**src/rtl/con_fsm_pkg.sv**
```systemverilog
// Shared constants and types for the lab-CPU control unit: opcodes, FSM states, RAM address mux codes.
// Latency: n/a (declarations only).
// Backpressure: n/a.
// Optional feature macro: CON_FSM_STEP_EN adds the WAIT state used for single-stepping.
package con_fsm_pkg;

    // Default geometry of the 8-bit lab CPU instruction word.
    localparam int DEF_OP_W   = 4;
    localparam int DEF_REG_AW = 2;
    localparam int DEF_IR_W   = 8;
    localparam int DEF_CNT_W  = 16;

    // Opcode map; 0xB..0xE are undefined and execute as NOP with the illegal flag.
    localparam logic [3:0] OPC_NOP  = 4'h0;
    localparam logic [3:0] OPC_MOVA = 4'h1;
    localparam logic [3:0] OPC_MOVB = 4'h2;
    localparam logic [3:0] OPC_MOVC = 4'h3;
    localparam logic [3:0] OPC_MOVI = 4'h4;
    localparam logic [3:0] OPC_ADD  = 4'h5;
    localparam logic [3:0] OPC_SUB  = 4'h6;
    localparam logic [3:0] OPC_JMP  = 4'h7;
    localparam logic [3:0] OPC_JG   = 4'h8;
    localparam logic [3:0] OPC_IN   = 4'h9;
    localparam logic [3:0] OPC_OUT  = 4'hA;
    localparam logic [3:0] OPC_HALT = 4'hF;

    // RAM address mux select.
    localparam logic [1:0] S_PC = 2'b00;
    localparam logic [1:0] S_SR = 2'b01;
    localparam logic [1:0] S_DR = 2'b10;

    typedef enum logic [2:0] {
        ST_IDLE  = 3'd0,
        ST_FETCH = 3'd1,
        ST_EXEC  = 3'd2,
        ST_IMM   = 3'd3,
        ST_MEM   = 3'd4,
        ST_HALT  = 3'd5
`ifdef CON_FSM_STEP_EN
        , ST_WAIT = 3'd6
`endif
    } state_e;

    typedef enum logic [3:0] {
        I_NOP, I_MOVA, I_MOVB, I_MOVC, I_MOVI, I_ADD, I_SUB,
        I_JMP, I_JG, I_IN, I_OUT, I_HALT, I_ILL
    } instr_e;

    // Instruction class as seen by the sequencer.
    typedef struct packed {
        instr_e instr;
        logic   to_imm;   // needs an immediate word fetched after EXEC
        logic   to_mem;   // needs a data RAM access after EXEC
        logic   illegal;  // undefined opcode
    } dec_t;

endpackage

```
**src/rtl/con_fsm_if.sv**
```systemverilog
// Bundle between the control unit and the datapath: inputs the FSM samples plus every strobe it drives.
// Latency: n/a (wires only).
// Backpressure: mem_ready is the only stall source; the controller holds its RAM strobes until it is seen.
// master: the control unit (drives strobes/status). slave: the datapath side (drives start/ir/g/mem_ready).
interface con_fsm_if
    import con_fsm_pkg::*;
#(
    parameter int OP_W   = DEF_OP_W,
    parameter int REG_AW = DEF_REG_AW,
    parameter int IR_W   = DEF_IR_W,
    parameter int CNT_W  = DEF_CNT_W
);
    logic              start;
    logic [IR_W-1:0]   ir;
    logic              g;
    logic              mem_ready;

    logic              ir_ld;
    logic              pc_in;
    logic              pc_ld;
    logic              ram_re;
    logic              ram_wr;
    logic              reg_we;
    logic              gf_en;
    logic              in_en;
    logic              out_en;
    logic              au_en;
    logic              mux_s;
    logic [REG_AW-1:0] reg_sr;
    logic [REG_AW-1:0] reg_dr;
    logic [1:0]        s;
    logic [OP_W-1:0]   au_ac;
    logic              halted;
    logic              illegal;
    logic [CNT_W-1:0]  instr_cnt;

    modport master (
        input  start, ir, g, mem_ready,
        output ir_ld, pc_in, pc_ld, ram_re, ram_wr, reg_we, gf_en, in_en, out_en,
               au_en, mux_s, reg_sr, reg_dr, s, au_ac, halted, illegal, instr_cnt
    );

    modport slave (
        output start, ir, g, mem_ready,
        input  ir_ld, pc_in, pc_ld, ram_re, ram_wr, reg_we, gf_en, in_en, out_en,
               au_en, mux_s, reg_sr, reg_dr, s, au_ac, halted, illegal, instr_cnt
    );
endinterface

```
**src/rtl/con_fsm_dec.sv**
```systemverilog
// Opcode -> instruction-class decode for the control unit.
// Latency: purely combinational, 0 cycles.
// Backpressure: none.
// Ports: op_i opcode field of IR; dec_o class (instr, to_imm, to_mem, illegal).
module con_dec
    import con_fsm_pkg::*;
#(
    parameter int OP_W = DEF_OP_W
) (
    input  logic [OP_W-1:0] op_i,
    output dec_t            dec_o
);

    always_comb begin
        dec_o.instr   = I_NOP;
        dec_o.to_imm  = 1'b0;
        dec_o.to_mem  = 1'b0;
        dec_o.illegal = 1'b0;
        case (op_i)
            OP_W'(OPC_NOP):  dec_o.instr = I_NOP;
            OP_W'(OPC_MOVA): dec_o.instr = I_MOVA;
            OP_W'(OPC_MOVB): begin dec_o.instr = I_MOVB; dec_o.to_mem = 1'b1; end
            OP_W'(OPC_MOVC): begin dec_o.instr = I_MOVC; dec_o.to_mem = 1'b1; end
            OP_W'(OPC_MOVI): begin dec_o.instr = I_MOVI; dec_o.to_imm = 1'b1; end
            OP_W'(OPC_ADD):  dec_o.instr = I_ADD;
            OP_W'(OPC_SUB):  dec_o.instr = I_SUB;
            OP_W'(OPC_JMP):  begin dec_o.instr = I_JMP;  dec_o.to_imm = 1'b1; end
            OP_W'(OPC_JG):   begin dec_o.instr = I_JG;   dec_o.to_imm = 1'b1; end
            OP_W'(OPC_IN):   dec_o.instr = I_IN;
            OP_W'(OPC_OUT):  dec_o.instr = I_OUT;
            OP_W'(OPC_HALT): dec_o.instr = I_HALT;
            default: begin
                // Undefined opcodes behave as NOP but are flagged.
                dec_o.instr   = I_ILL;
                dec_o.illegal = 1'b1;
            end
        endcase
    end

endmodule

```
**src/rtl/con_fsm.sv**
```systemverilog
// Multi-cycle control unit for the 8-bit lab CPU: fetch/decode/sequence, datapath strobes, retired-instruction count.
// Latency: 2 cycles per register instruction (FETCH, EXEC), 3 for immediate/memory ones, plus RAM stall cycles.
// Backpressure: FETCH/IMM/MEM hold their RAM strobes and state while mem_ready is low.
// Ports: clk, rst_n (async active-low), bus (con_fsm_if.master: start/ir/g/mem_ready in, strobes/status out).
// Build option CON_FSM_STEP_EN: adds input step; after each retire the FSM parks in WAIT until step=1.
module con_fsm
    import con_fsm_pkg::*;
#(
    parameter int OP_W   = DEF_OP_W,
    parameter int REG_AW = DEF_REG_AW,
    parameter int IR_W   = DEF_IR_W,
    parameter int CNT_W  = DEF_CNT_W
) (
    input  logic       clk,
    input  logic       rst_n,
`ifdef CON_FSM_STEP_EN
    input  logic       step,
`endif
    con_fsm_if.master  bus
);

    if (IR_W != OP_W + 2 * REG_AW) begin : g_bad_ir_w
        $error("con_fsm: IR_W must equal OP_W + 2*REG_AW");
    end

    // Where a retiring non-HALT instruction goes.
`ifdef CON_FSM_STEP_EN
    localparam state_e ST_NEXT = ST_WAIT;
`else
    localparam state_e ST_NEXT = ST_FETCH;
`endif

    logic [OP_W-1:0] op;
    dec_t            dec;

    state_e           state_q, state_d;
    logic             illegal_q, illegal_d;
    logic [CNT_W-1:0] cnt_q, cnt_d;

    logic       retire;
    logic       ir_ld, pc_in, pc_ld, ram_re, ram_wr, reg_we;
    logic       gf_en, in_en, out_en, au_en, mux_s, halted;
    logic [1:0] s;

    assign op = bus.ir[IR_W-1 -: OP_W];

    con_dec #(.OP_W(OP_W)) u_dec (
        .op_i  (op),
        .dec_o (dec)
    );

    always_ff @(posedge clk or negedge rst_n) begin
        if (!rst_n) begin
            state_q   <= ST_IDLE;
            illegal_q <= 1'b0;
            cnt_q     <= '0;
        end else begin
            state_q   <= state_d;
            illegal_q <= illegal_d;
            cnt_q     <= cnt_d;
        end
    end

    always_comb begin
        state_d   = state_q;
        illegal_d = illegal_q;
        retire    = 1'b0;
        ir_ld     = 1'b0;
        pc_in     = 1'b0;
        pc_ld     = 1'b0;
        ram_re    = 1'b0;
        ram_wr    = 1'b0;
        reg_we    = 1'b0;
        gf_en     = 1'b0;
        in_en     = 1'b0;
        out_en    = 1'b0;
        au_en     = 1'b0;
        mux_s     = 1'b0;
        halted    = 1'b0;
        s         = S_PC;

        case (state_q)
            ST_IDLE: begin
                if (bus.start) state_d = ST_FETCH;
            end

            ST_FETCH: begin
                ram_re = 1'b1;
                s      = S_PC;
                if (bus.mem_ready) begin
                    ir_ld   = 1'b1;
                    pc_in   = 1'b1;
                    state_d = ST_EXEC;
                end
            end

            ST_EXEC: begin
                case (dec.instr)
                    I_MOVA, I_ADD: begin
                        reg_we = 1'b1;
                        au_en  = 1'b1;
                        mux_s  = 1'b1;
                    end
                    I_SUB: begin
                        reg_we = 1'b1;
                        au_en  = 1'b1;
                        mux_s  = 1'b1;
                        gf_en  = 1'b1;
                    end
                    I_IN: begin
                        reg_we = 1'b1;
                        in_en  = 1'b1;
                        mux_s  = 1'b1;
                    end
                    I_OUT: begin
                        au_en  = 1'b1;
                        out_en = 1'b1;
                    end
                    default: ;
                endcase

                if (dec.illegal) illegal_d = 1'b1;

                if (dec.to_imm) begin
                    state_d = ST_IMM;
                end else if (dec.to_mem) begin
                    state_d = ST_MEM;
                end else begin
                    retire  = 1'b1;
                    state_d = (dec.instr == I_HALT) ? ST_HALT : ST_NEXT;
                end
            end

            ST_IMM: begin
                ram_re = 1'b1;
                s      = S_PC;
                if (bus.mem_ready) begin
                    // PC steps past the immediate exactly once, on the completing cycle;
                    // a concurrent pc_ld overrides it in the datapath (jump taken).
                    pc_in = 1'b1;
                    case (dec.instr)
                        I_MOVI: begin
                            reg_we = 1'b1;
                            mux_s  = 1'b1;
                        end
                        I_JMP:   pc_ld = 1'b1;
                        I_JG:    pc_ld = bus.g;
                        default: ;
                    endcase
                    retire  = 1'b1;
                    state_d = ST_NEXT;
                end
            end

            ST_MEM: begin
                if (dec.instr == I_MOVB) begin
                    ram_wr = 1'b1;
                    s      = S_DR;
                end else begin
                    ram_re = 1'b1;
                    s      = S_SR;
                    reg_we = bus.mem_ready;
                end
                if (bus.mem_ready) begin
                    retire  = 1'b1;
                    state_d = ST_NEXT;
                end
            end

            ST_HALT: begin
                halted = 1'b1;
            end

`ifdef CON_FSM_STEP_EN
            ST_WAIT: begin
                if (step) state_d = ST_FETCH;
            end
`endif

            default: state_d = ST_IDLE;
        endcase
    end

    assign cnt_d = retire ? cnt_q + CNT_W'(1) : cnt_q;

    assign bus.ir_ld     = ir_ld;
    assign bus.pc_in     = pc_in;
    assign bus.pc_ld     = pc_ld;
    assign bus.ram_re    = ram_re;
    assign bus.ram_wr    = ram_wr;
    assign bus.reg_we    = reg_we;
    assign bus.gf_en     = gf_en;
    assign bus.in_en     = in_en;
    assign bus.out_en    = out_en;
    assign bus.au_en     = au_en;
    assign bus.mux_s     = mux_s;
    assign bus.s         = s;
    assign bus.halted    = halted;
    assign bus.illegal   = illegal_q;
    assign bus.instr_cnt = cnt_q;
    // Register addresses and ALU function come straight from the IR fields.
    assign bus.reg_sr    = bus.ir[REG_AW-1:0];
    assign bus.reg_dr    = bus.ir[2*REG_AW-1:REG_AW];
    assign bus.au_ac     = op;

endmodule

```
**src/flat_wrapper.sv**
```systemverilog
// flat-port wrapper written by rule: the top's interface ports become plain ports
module con_fsm_flat import con_fsm_pkg::*;
#(
    parameter int OP_W   = DEF_OP_W,
    parameter int REG_AW = DEF_REG_AW,
    parameter int IR_W   = DEF_IR_W,
    parameter int CNT_W  = DEF_CNT_W
)
  (clk, rst_n, bus_start, bus_ir, bus_g, bus_mem_ready, bus_ir_ld, bus_pc_in, bus_pc_ld, bus_ram_re, bus_ram_wr, bus_reg_we, bus_gf_en, bus_in_en, bus_out_en, bus_au_en, bus_mux_s, bus_reg_sr, bus_reg_dr, bus_s, bus_au_ac, bus_halted, bus_illegal, bus_instr_cnt);
  con_fsm_if #(.OP_W(OP_W), .REG_AW(REG_AW), .IR_W(IR_W), .CNT_W(CNT_W)) bus_i ();
  input  logic clk;
  input  logic rst_n;
  input wire logic [$bits(bus_i.start)-1:0] bus_start;
  input wire logic [$bits(bus_i.ir)-1:0] bus_ir;
  input wire logic [$bits(bus_i.g)-1:0] bus_g;
  input wire logic [$bits(bus_i.mem_ready)-1:0] bus_mem_ready;
  output wire logic [$bits(bus_i.ir_ld)-1:0] bus_ir_ld;
  output wire logic [$bits(bus_i.pc_in)-1:0] bus_pc_in;
  output wire logic [$bits(bus_i.pc_ld)-1:0] bus_pc_ld;
  output wire logic [$bits(bus_i.ram_re)-1:0] bus_ram_re;
  output wire logic [$bits(bus_i.ram_wr)-1:0] bus_ram_wr;
  output wire logic [$bits(bus_i.reg_we)-1:0] bus_reg_we;
  output wire logic [$bits(bus_i.gf_en)-1:0] bus_gf_en;
  output wire logic [$bits(bus_i.in_en)-1:0] bus_in_en;
  output wire logic [$bits(bus_i.out_en)-1:0] bus_out_en;
  output wire logic [$bits(bus_i.au_en)-1:0] bus_au_en;
  output wire logic [$bits(bus_i.mux_s)-1:0] bus_mux_s;
  output wire logic [$bits(bus_i.reg_sr)-1:0] bus_reg_sr;
  output wire logic [$bits(bus_i.reg_dr)-1:0] bus_reg_dr;
  output wire logic [$bits(bus_i.s)-1:0] bus_s;
  output wire logic [$bits(bus_i.au_ac)-1:0] bus_au_ac;
  output wire logic [$bits(bus_i.halted)-1:0] bus_halted;
  output wire logic [$bits(bus_i.illegal)-1:0] bus_illegal;
  output wire logic [$bits(bus_i.instr_cnt)-1:0] bus_instr_cnt;
  assign bus_i.start = bus_start;
  assign bus_i.ir = bus_ir;
  assign bus_i.g = bus_g;
  assign bus_i.mem_ready = bus_mem_ready;
  assign bus_ir_ld = bus_i.ir_ld;
  assign bus_pc_in = bus_i.pc_in;
  assign bus_pc_ld = bus_i.pc_ld;
  assign bus_ram_re = bus_i.ram_re;
  assign bus_ram_wr = bus_i.ram_wr;
  assign bus_reg_we = bus_i.reg_we;
  assign bus_gf_en = bus_i.gf_en;
  assign bus_in_en = bus_i.in_en;
  assign bus_out_en = bus_i.out_en;
  assign bus_au_en = bus_i.au_en;
  assign bus_mux_s = bus_i.mux_s;
  assign bus_reg_sr = bus_i.reg_sr;
  assign bus_reg_dr = bus_i.reg_dr;
  assign bus_s = bus_i.s;
  assign bus_au_ac = bus_i.au_ac;
  assign bus_halted = bus_i.halted;
  assign bus_illegal = bus_i.illegal;
  assign bus_instr_cnt = bus_i.instr_cnt;
  con_fsm #(.OP_W(OP_W), .REG_AW(REG_AW), .IR_W(IR_W), .CNT_W(CNT_W)) u_core (.clk(clk), .rst_n(rst_n), .bus(bus_i));
endmodule
```
**config.mk**
```make
export PLATFORM = sky130hd
export DESIGN_NAME = con_fsm_flat
export DESIGN_NICKNAME = d
export VERILOG_FILES = /design/src/rtl/con_fsm_pkg.sv /design/src/rtl/con_fsm_if.sv /design/src/rtl/con_fsm_dec.sv /design/src/rtl/con_fsm.sv /design/src/flat_wrapper.sv
export SDC_FILE = /design/constraint.sdc
export NUM_CORES = 1
export LEC_CHECK = 0
export ABC_AREA = 1
export CAP_MARGIN = 20
export CORE_MARGIN = 2
export CORE_UTILIZATION = 50
export DETAILED_ROUTE_END_ITERATION = 7
export PLACE_DENSITY = 0.86
export SYNTH_ARGS = -nofsm -noshare
export SYNTH_HDL_FRONTEND = slang
export SYNTH_HIERARCHICAL = 1
export SYNTH_SLANG_ARGS = --single-unit
```
**constraint.sdc**
```tcl
create_clock -name clk -period 5.47 [get_ports clk]
set_input_delay 1.094 -clock clk [delete_from_list [all_inputs] [get_ports clk]]
set_output_delay 1.094 -clock clk [all_outputs]
set_load 0.005 [all_outputs]
```
==> results.toml <==
[grt]
grt_remaining_overflow = 0
grt.total_usage_pct = 20.64
grt_pass1_wl_um = 5920
grt_max_degree = 21
grt_pass1_vias = 1348
antenna_found_initial = 0

[placement]
gp_congestion = 0.8451
place_inst = 328
dpl.hpwl_um = 2858
placed_area_mm2 = 0.001997
io_buffers = 43

[pwr]
vdd_ir_drop_max_uv = 171.4
power_mw = 0.5552
power.leakage_nw = 0.9590
power_density_mw_per_mm2 = 275.0

[hold_path]
holdPathStages = 1
min_to = "u_core/bus.illegal"
hp-class = "flip-flop to flip-flop"
min_from = "u_core/bus.illegal"

[cells_and_area]
drive_gt1_share_pct = 4.181
fill_cells = 279
multi_input_area_um2 = 887.1
area_growth_pct = 25.90
n_antenna_cell = 0
nNetsFinal = 303
utilization_pct = 66.15
stdcell_count = 331
design_area_mm2 = 0.002019
regArea_um2 = 500.5

[routing]
viasPerCell = 5.079
dr.pass1.iters = 5
drc = 0
num_vias = 1681
drtIter0Drc = 208
ant_nets = 0
routedWlPerCell_um = 11.34
routed_wl_um = 3752

[yosys]
syn_inst = 254
synth.most_common_cell = "nand2_1"
postSynthAreaPerCell_um2 = 6.315
ys_seq_area_share_pct = 31.20
synth.distinct_cells = 26
ys_async_sr_fraction_pct = 100.0
synth_edf_count = 0
ys.flop_type = "dfrtp_1"
synth_nets = 268
synth_warnings = 6
synth_common_cells = "nand2_1 (83), inv_1 (31), nor2_1 (31)"
syn_area_mm2 = 0.001604
synthTopCellsByArea = "dfrtp_1 (31%), nand2_1 (19%), nand3_1 (9.4%)"
synth.top_cell.area_share_pct = 31.20
ys_ff_latch = 20
synth_top_area_cell = "dfrtp_1"

[clock_network]
clock_path_buffers = 2
hold_buffers = 0
numCtsBuffers = 3
cts_setup_buffers = 0
cts_root_buf = "clkbuf_4"
cts.reportedPaths.clkPinSlew_ns = 0.10
numClockSinks = 20
tritoncts = "done"
htreeDepth = 1
cts_resized = 0
clkLatencyLatePin_ns = 0.31

[critical_path]
worstPathRequired_ns = 4.38
rr_startpoint = "u_core/state_q[2]"
r2r_end = "u_core/bus.instr_cnt[15]"
path_max_fanout = 10
ff2ff_setup_slack_ns = 3.83
criticalPathCategory = "primary input to primary output"
critPathCaptureType = "primary output"
rr_worst_depth = 7
critical_path_arrival_ns = 3.48
crit_path_start_kind = "primary input"

[timing]
final_max_slew_viol_count = 0
fin_skew_ns = 0.008303
maxSlewHeadroom_pct = 39.87
setup_viol = 0
fin_tns_setup_ns = 0
fmax_mhz = 218.7
rsz0062_at_grt = "false"
hold_viol_final = 0
period_minus_slack_ns = 4.573
worst_pin_slew_ns = 0.8992
timing.final.crit_share_pct = 83.61

[floorplanning]
ios = 52
die_x_um = 60.64
fp.coreArea_mm2 = 0.003053
rows = 20
start_util_pct = 52.54
die_height_um = 60.64
die-area_mm2 = 0.003677

[flow_run]
cap_viol_max_count = 0

[status]
outcome = "completed"
## metrics by stage
step / hold slack, ns / setup slack [ns]
after global placement: 0.4383 / 1.016
after floorplan: 0.4510 / 2.177
after CTS: 0.4745 / 0.9042
after detailed placement: 0.4502 / 0.9125
final: 0.4713 / 0.8965
after global routing: 0.4956 / 0.6447
## routing by layer
layer,GRT usage (%),wire length [um],up-vias
met4,2.484,40,0
met5,0,0,-
met1,30.49,1742,759
li1,-,-,860
met2,32.41,1728,54
met3,4.051,241,8
## registers in the layout, indices dropped and copies added (netlist names)
register / count
u_core/bus.illegal: 1
u_core/bus.instr_cnt: 16
u_core/state_q: 3
## area by class of cell
type                    instances  area share [%]
clock buffers                   3           1.115
multi-input cells             188           43.93
inverters                      33           6.134
well taps                      44           2.726
repair buffers                 43           21.31
flip-flops and latches         20           24.78
## how the worst max path moves through the flow
stage | from | to | slack [ns] | depth (start not counted)
floorplan | bus_ir[7] | bus_reg_we | 2.18 | 10
global placement | bus_ir[7] | bus_reg_we | 1.02 | 12
detailed placement | bus_ir[7] | bus_reg_we | 0.91 | 12
CTS | bus_ir[7] | bus_reg_we | 0.90 | 12
global route | bus_ir[7] | bus_reg_we | 0.64 | 12
finish | bus_ir[7] | bus_reg_we | 0.90 | 12
## cells by family (layout without fill, tap and decap cells)
logic type | Yosys count | after routing | share of synthesized area [%]
DFF | 20 | 20 | 31.20
adders and majority gates | 1 | 1 | 0.7799
AOI/OAI and AO/OA | 19 | 19 | 6.240
xor gates and xnor gates | 8 | 8 | 4.368
buffers and inverters | 46 | 79 | 13.49
and+or+nand+nor | 160 | 160 | 43.92
## where the power goes
| group | internal [mW] | total [mW] | switching (mW) |
|---|---|---|---|
| Sequential | 0.177 | 0.214 | 0.0379 |
| Combinational | 0.120 | 0.271 | 0.152 |
| Clock | 0.0258 | 0.0695 | 0.0438 |
| Total | 0.322 | 0.555 | 0.233 |
## worst max-delay path, cell delays in order
cell and delay, ns:
clkdlybuf4s50_1 0.57, nand2_1 0.17, nand2_1 0.09, o21ai_0 0.40, inv_1 0.08, nand2_1 0.11
inv_1 0.07, nand2_1 0.07, o21ai_0 0.08, o21ai_0 0.21, nand3_1 0.09, clkdlybuf4s50_1 0.45
## placed cells by master (no fill, tap or decap), drive strengths merged, types with 2 or more instances in the layout
| cell | netlist | layout |
|---|---|---|
| nand2 | 86 | 86 |
| clkdlybuf4s50 | 0 | 43 |
| inv | 33 | 33 |
| nor2 | 32 | 32 |
| nand3 | 32 | 32 |
| dfrtp | 20 | 20 |
| o21ai | 14 | 14 |
| xor2 | 6 | 6 |
| nand4 | 5 | 5 |
| clkbuf | 1 | 3 |
| a21oi | 3 | 3 |
| nor3 | 3 | 3 |
| xnor2 | 2 | 2 |
No activity file was read; power rests on OpenSTA's default activity.
